<file path="src/rtl/mixer_pkg.sv">
// Shared types and default sizing for the signal mixer.
package mixer_pkg;

    // Default sizing; the mixer top re-exposes these as overridable parameters.
    localparam int unsigned DEF_NUM_VOICES = 4;
    localparam int unsigned DEF_SAMPLE_W   = 8;
    localparam int unsigned DEF_VOL_W      = 4;

    // Accumulator holds a full sum of all voices without overflow.
    localparam int unsigned ACC_W      = DEF_SAMPLE_W + $clog2(DEF_NUM_VOICES);
    localparam int unsigned PROD_W     = ACC_W + DEF_VOL_W;
    localparam int unsigned SAMPLE_MAX = (1 << DEF_SAMPLE_W) - 1;

    typedef enum logic [1:0] {
        IDLE  = 2'd0,
        ACCUM = 2'd1,
        SCALE = 2'd2
    } mix_state_t;

endpackage

</file>
<file path="src/rtl/mix_scaler.sv">
// Combinational master-volume scaler: (acc * volume) >> VOL_W, saturated to SAMPLE_W bits.
module mix_scaler #(
    parameter int unsigned ACC_W    = mixer_pkg::ACC_W,
    parameter int unsigned SAMPLE_W = mixer_pkg::DEF_SAMPLE_W,
    parameter int unsigned VOL_W    = mixer_pkg::DEF_VOL_W
) (
    input  logic [ACC_W-1:0]    acc,
    input  logic [VOL_W-1:0]    volume,
    output logic [SAMPLE_W-1:0] result
);

    localparam int unsigned PROD_W = ACC_W + VOL_W;

    logic [PROD_W-1:0] prod;
    logic [ACC_W-1:0]  mixed;
    logic              overflow;
    // Fractional bits dropped by the gain shift.
    logic              unused_frac;

    // Multiply, drop the fractional gain bits, clamp anything above full scale.
    always_comb begin
        prod        = {{VOL_W{1'b0}}, acc} * {{ACC_W{1'b0}}, volume};
        mixed       = prod[PROD_W-1:VOL_W];
        unused_frac = ^prod[VOL_W-1:0];
        overflow    = |mixed[ACC_W-1:SAMPLE_W];
        result      = overflow ? {SAMPLE_W{1'b1}} : mixed[SAMPLE_W-1:0];
    end

endmodule

</file>
<file path="src/rtl/signal_mixer.sv">
// Time-multiplexed voice mixer feeding the PWM stage: snapshot on tick, sum one voice per
// cycle, apply master volume with saturation, then present a held duty-cycle sample.
module signal_mixer
    import mixer_pkg::*;
#(
    parameter int unsigned NUM_VOICES = DEF_NUM_VOICES,
    parameter int unsigned SAMPLE_W   = DEF_SAMPLE_W,
    parameter int unsigned VOL_W      = DEF_VOL_W
) (
    input  logic                           clk,
    input  logic                           n_rst,
    input  logic                           sample_tick,
    input  logic [NUM_VOICES*SAMPLE_W-1:0] voice_in,
    input  logic [NUM_VOICES-1:0]          voice_en,
    input  logic [VOL_W-1:0]               volume,
    input  logic                           clr_overrun,
    output logic [SAMPLE_W-1:0]            final_out,
    output logic                           out_valid,
    output logic                           mix_active,
    output logic                           busy,
    output logic                           overrun
);

    localparam int unsigned IDX_BITS = (NUM_VOICES > 1) ? $clog2(NUM_VOICES) : 1;
    localparam int unsigned ACC_BITS = SAMPLE_W + IDX_BITS;

    mix_state_t state_q, state_d;

    logic [NUM_VOICES*SAMPLE_W-1:0] voice_snap_q, voice_snap_d;
    logic [NUM_VOICES-1:0]          en_snap_q, en_snap_d;
    logic [VOL_W-1:0]               vol_snap_q, vol_snap_d;
    logic [ACC_BITS-1:0]            acc_q, acc_d;
    logic [IDX_BITS-1:0]            idx_q, idx_d;
    logic [SAMPLE_W-1:0]            final_out_q, final_out_d;
    logic                           out_valid_q, out_valid_d;
    logic                           mix_active_q, mix_active_d;
    logic                           overrun_q, overrun_d;

    logic [SAMPLE_W-1:0]            cur_sample;
    logic [SAMPLE_W-1:0]            addend;
    logic [SAMPLE_W-1:0]            scaled;

    mix_scaler #(
        .ACC_W   (ACC_BITS),
        .SAMPLE_W(SAMPLE_W),
        .VOL_W   (VOL_W)
    ) u_scaler (
        .acc   (acc_q),
        .volume(vol_snap_q),
        .result(scaled)
    );

    // Select the snapshot voice addressed by the accumulation index, masked by its enable.
    always_comb begin
        cur_sample = voice_snap_q[idx_q*SAMPLE_W +: SAMPLE_W];
        addend     = en_snap_q[idx_q] ? cur_sample : '0;
    end

    // Next-state logic for the mix FSM and all datapath registers.
    always_comb begin
        state_d      = state_q;
        voice_snap_d = voice_snap_q;
        en_snap_d    = en_snap_q;
        vol_snap_d   = vol_snap_q;
        acc_d        = acc_q;
        idx_d        = idx_q;
        final_out_d  = final_out_q;
        out_valid_d  = 1'b0;
        mix_active_d = mix_active_q;
        overrun_d    = overrun_q;

        case (state_q)
            IDLE: begin
                if (sample_tick) begin
                    voice_snap_d = voice_in;
                    en_snap_d    = voice_en;
                    vol_snap_d   = volume;
                    acc_d        = '0;
                    idx_d        = '0;
                    mix_active_d = |voice_en;
                    state_d      = ACCUM;
                end
            end
            ACCUM: begin
                acc_d = acc_q + {{IDX_BITS{1'b0}}, addend};
                idx_d = idx_q + 1'b1;
                if (idx_q == IDX_BITS'(NUM_VOICES - 1)) begin
                    state_d = SCALE;
                end
            end
            SCALE: begin
                final_out_d = scaled;
                out_valid_d = 1'b1;
                state_d     = IDLE;
            end
            default: begin
                state_d = IDLE;
            end
        endcase

        // A tick that cannot be accepted is dropped but flagged; setting beats clearing.
        if (sample_tick && (state_q != IDLE)) begin
            overrun_d = 1'b1;
        end else if (clr_overrun) begin
            overrun_d = 1'b0;
        end
    end

    // State and datapath registers with asynchronous active-high reset.
    always_ff @(posedge clk or posedge n_rst) begin
        if (n_rst) begin
            state_q      <= IDLE;
            voice_snap_q <= '0;
            en_snap_q    <= '0;
            vol_snap_q   <= '0;
            acc_q        <= '0;
            idx_q        <= '0;
            final_out_q  <= '0;
            out_valid_q  <= 1'b0;
            mix_active_q <= 1'b0;
            overrun_q    <= 1'b0;
        end else begin
            state_q      <= state_d;
            voice_snap_q <= voice_snap_d;
            en_snap_q    <= en_snap_d;
            vol_snap_q   <= vol_snap_d;
            acc_q        <= acc_d;
            idx_q        <= idx_d;
            final_out_q  <= final_out_d;
            out_valid_q  <= out_valid_d;
            mix_active_q <= mix_active_d;
            overrun_q    <= overrun_d;
        end
    end

    // Outputs come straight from registers; busy decodes the registered state.
    always_comb begin
        final_out  = final_out_q;
        out_valid  = out_valid_q;
        mix_active = mix_active_q;
        overrun    = overrun_q;
        busy       = (state_q != IDLE);
    end

endmodule

</file>
<file path="config.mk">
export PLATFORM = sky130hd
export DESIGN_NAME = signal_mixer
export DESIGN_NICKNAME = d
export VERILOG_FILES = /design/src/rtl/mixer_pkg.sv /design/src/rtl/mix_scaler.sv /design/src/rtl/signal_mixer.sv
export SDC_FILE = /design/constraint.sdc
export NUM_CORES = 1
export LEC_CHECK = 0
export CAP_MARGIN = 40
export CORE_MARGIN = 2
export CORE_UTILIZATION = 56
export CTS_CLUSTER_DIAMETER = 150
export CTS_CLUSTER_SIZE = 30
export DETAILED_ROUTE_END_ITERATION = 6
export GPL_ROUTABILITY_DRIVEN = 1
export MAX_ROUTING_LAYER = met4
export PLACE_DENSITY = 0.81
export SYNTH_ARGS = -nofsm -noshare
export SYNTH_HDL_FRONTEND = slang
export SYNTH_SLANG_ARGS = --single-unit
export TNS_END_PERCENT = 30
</file>
<file path="constraint.sdc">
create_clock -name clk -period 4.85 [get_ports clk]
set_clock_uncertainty 0.05 [all_clocks]
set_input_delay 0.97 -clock clk [delete_from_list [all_inputs] [get_ports clk]]
set_output_delay 0.97 -clock clk [all_outputs]
set_load 0.05 [all_outputs]
</file>
==> metrics.md <==
| Metric | Value |
|---|---|
| Outcome | `complete, no violations` |
| Crit. Startpoint | `vol_snap_q[2]$_DFFE_PP0P_` |
| Maxcap violations | `0` |
| CTS root buf | `clkbuf_8` |
| Vias in the first global route | `3460` |
| Final setup TNS | `0 ps` |
| Worst Path Required | `5020 ps` |
| DP Wirelength | `6470 µm` |
| Cells after Synth | `~470` |
| Crit path launch type | `register` |
| Max-slew violations | `0` |
| Die height | `90.7 µm` |
| Initial antenna violation count | `0` |
| Worst setup path end | `final_out[2]$_DFFE_PP0P_` |
| Resized cells post-CTS | `0` |
| Leak | `2.43 nW` |
| Remaining DRCs | `0` |
| Total gr overflow | `0` |
| Post-CTS Setup Inserts | `0` |
| FF-to-FF Start | `vol_snap_q[2]$_DFFE_PP0P_` |
| Finished Cell Area | `5020 µm²` |
| Main flop type after synthesis | `dfrtp_1` |
| Worst Hold Class | `reg2reg` |
| Synth unique cells | `43` |
| Initial DRT Pass Iterations | `4` |
| Vias per cell | `5.33` |
| Top post-synthesis cells by area | `dfrtp_1 39%, nand2_1 13%, fa_1 7.6%` |
| EDFF count, synth | `0` |
| Top-count cell post-synth | `nand2_1` |
| Critical Path End Type | `register` |
| Initial Util | `0.580` |
| H-Tree Depth | `3` |
| CTS Buf Count | `9` |
| YS warnings | `0` |
| Peak supply drop | `0.291 mV` |
| CTS Buffer Depth | `2` |
| Clock sink count | `65` |
| Post-synthesis sequential area ratio | `0.387` |
| RR Endpoint | `final_out[2]$_DFFE_PP0P_` |
| Ys async rst share | `1.00` |
| Setup slack, reg-to-reg | `890 ps` |
| Mapped cell area | `4210 µm²` |
| Worst Path Arrival | `4130 ps` |
| Final Hold Fails | `0` |
| # port buffers | `55` |
| N_diodes | `0` |
| GPL Wtd Cong | `between 0.8 and 0.9` |
| Slew HR | `0.446` |
| ANT nets after route | `0` |
| First-pass GRT wire length | `15300 µm` |
| RSZ-0062 raised after global routing | `false` |
| Worst Path Max Fanout | `11` |
| Row count | `31` |
| CTS tree | `built` |
| Placeable Area | `between 7000 and 8000 µm²` |
| Worst-Margin Slew | `829 ps` |
| Final period util | `0.817` |
| WL per Instance | `13.9 µm` |
| All-Layer GR Usage | `0.236` |
| # setup viols final | `0` |
| Nets | `606` |
| Die area | `8220 µm²` |
| Avg Synthesized Cell Area | `between 8 and 9 µm²` |
| Largest net degree at the start of global routing | `46` |
| Skew-Pair Late Insertion Delay | `340 ps` |
| Dpl cell area | `around 4900 µm²` |
| First DRT Iteration DRCs | `137` |
| P&R area growth vs syn | `19.4%` |
| Dominant cell type by area after synthesis | `dfrtp_1` |
| PwrDens | `671 nW/µm²` |
| Clk slew on worst S/H paths | `80 ps` |
| Layout cell share with drive strength beyond 1 | `0.0722` |
| Syn Nets | `554` |
| Path type of the worst setup path | `reg2reg` |
| R2R cell count | `12` |
| # hold bufs at CTS | `0` |
| Top post-synthesis cells by count | `143 x nand2_1, 65 x dfrtp_1, 32 x and2_1` |
| WL final | `8720 µm` |
| DIE WIDTH | `90.7 µm` |
| Fin crit period | `between 3000 and 4000 ps` |
| Yosys top cell area share | `0.387` |
| Routed via count | `~3300` |
| Flops & latches, synth | `65` |
| Fmax | `~250 MHz` |
| I/O pin total | `56` |
==> metal layers <==
layer / vias up / global-route usage / routed length (µm)
li1: 1641 / - / -
met2: 86 / 0.392 / 4310
met1: 1590 / 0.280 / 3830
met5: - / - / 0
met3: 16 / 0.0543 / 424
met4: 0 / 0.0885 / 150
==> report_power, final <==
group	internal, W	leakage (nW)	switching [W]
clock	0.000184	0.0814	0.000226
combinational	0.000844	1.55	0.00110
sequential	0.000796	0.798	0.000218
==> area by class of cell <==
class / instances / area (µm²)
clock buffers: 9 / 124
repair buffers: 61 / 603
well taps: 99 / 124
fillers: 562 / 2230
flip-flops and latches: 65 / 1630
multi-input cells: 356 / 2390
clock inverters: 7 / 46.3
inverters: 28 / 105
==> kinds of logic after synthesis <==
| family | Yosys count | synth area share |
|---|---|---|
| xor gates and xnor gates | 13 | 0.0271 |
| muxes | 12 | 0.0526 |
| adders and majority gates | 41 | 0.151 |
| and+or+nand+nor | 226 | 0.242 |
| buffers and inverters | 48 | 0.0446 |
| DFF | 65 | 0.387 |
| AOI/OAI and AO/OA | 64 | 0.0964 |
==> layout by cell type (no fill, tap or decap), types with 2 or more instances in the layout <==
cell type / Yosys / layout
mux2i_1: 3 / 3
a31oi_1: 4 / 4
clkinvlp_4: 0 / 3
fa_1: 16 / 16
xor2_1: 5 / 5
nand2b_1: 2 / 2
nor2b_1: 11 / 11
nand2_1: 143 / 143
and2_1: 32 / 32
a21o_1: 3 / 3
dfrtp_1: 65 / 65
nor2_1: 14 / 14
mux4_2: 8 / 8
o21ai_1: 2 / 2
o21a_1: 2 / 2
clkinv_2: 0 / 3
ha_1: 25 / 25
a21oi_1: 23 / 23
clkbuf_8: 0 / 9
o21bai_1: 3 / 3
xnor2_1: 8 / 8
buf_4: 0 / 5
nor3_1: 3 / 3
nand3_1: 11 / 11
o21ai_0: 20 / 20
inv_1: 28 / 27
clkdlybuf4s50_1: 0 / 55
==> worst max-delay path, cell delays in order (launching register included) <==
cell and delay [ps]:
dfrtp_1 490, and2_1 220, fa_1 500, inv_1 60
fa_1 530, inv_1 40, ha_1 320, and4_1 250
a2111oi_4 470, a21boi_2 110, or3_4 390, a22oi_4 280
a21oi_1 110
==> how the worst min path moves through the flow <==
stage | startpoint | end | slack (ps) | cells past startpoint
after global routing | voice_snap_q[23]$_DFFE_PP0P_ | voice_snap_q[23]$_DFFE_PP0P_ | 450 | 2
after floorplan | en_snap_q[2]$_DFFE_PP0P_ | en_snap_q[2]$_DFFE_PP0P_ | 390 | 2
final | voice_snap_q[13]$_DFFE_PP0P_ | voice_snap_q[13]$_DFFE_PP0P_ | 430 | 2
after CTS | voice_snap_q[18]$_DFFE_PP0P_ | voice_snap_q[18]$_DFFE_PP0P_ | 430 | 2
after global placement | voice_snap_q[10]$_DFFE_PP0P_ | voice_snap_q[10]$_DFFE_PP0P_ | 400 | 2
after detailed placement | voice_snap_q[13]$_DFFE_PP0P_ | voice_snap_q[13]$_DFFE_PP0P_ | 410 | 2
==> flip-flops by register name, indices dropped and copies added, names as in the netlist <==
| name | flops |
|---|---|
| vol_snap_q | 4 |
| state_q | 2 |
| acc_q | 10 |
| idx_q | 2 |
| overrun | 1 |
| en_snap_q | 4 |
| voice_snap_q | 32 |
| mix_active | 1 |
| final_out | 8 |
| out_valid | 1 |
==> per-stage QoR <==
stage	util	setup WS, ps	power (W)	hold WS, ps	instances
3_3_place_gp	0.667	1020	0.00286	404	608
3_5_place_dp	0.669	914	0.00297	411	609
5_1_grt	0.692	691	0.00368	448	625
2_1_floorplan	-	1100	0.00247	390	469
6_report	0.692	889	0.00337	428	625
4_1_cts	0.692	894	0.00339	430	625
(Power assumes the default switching activity.)
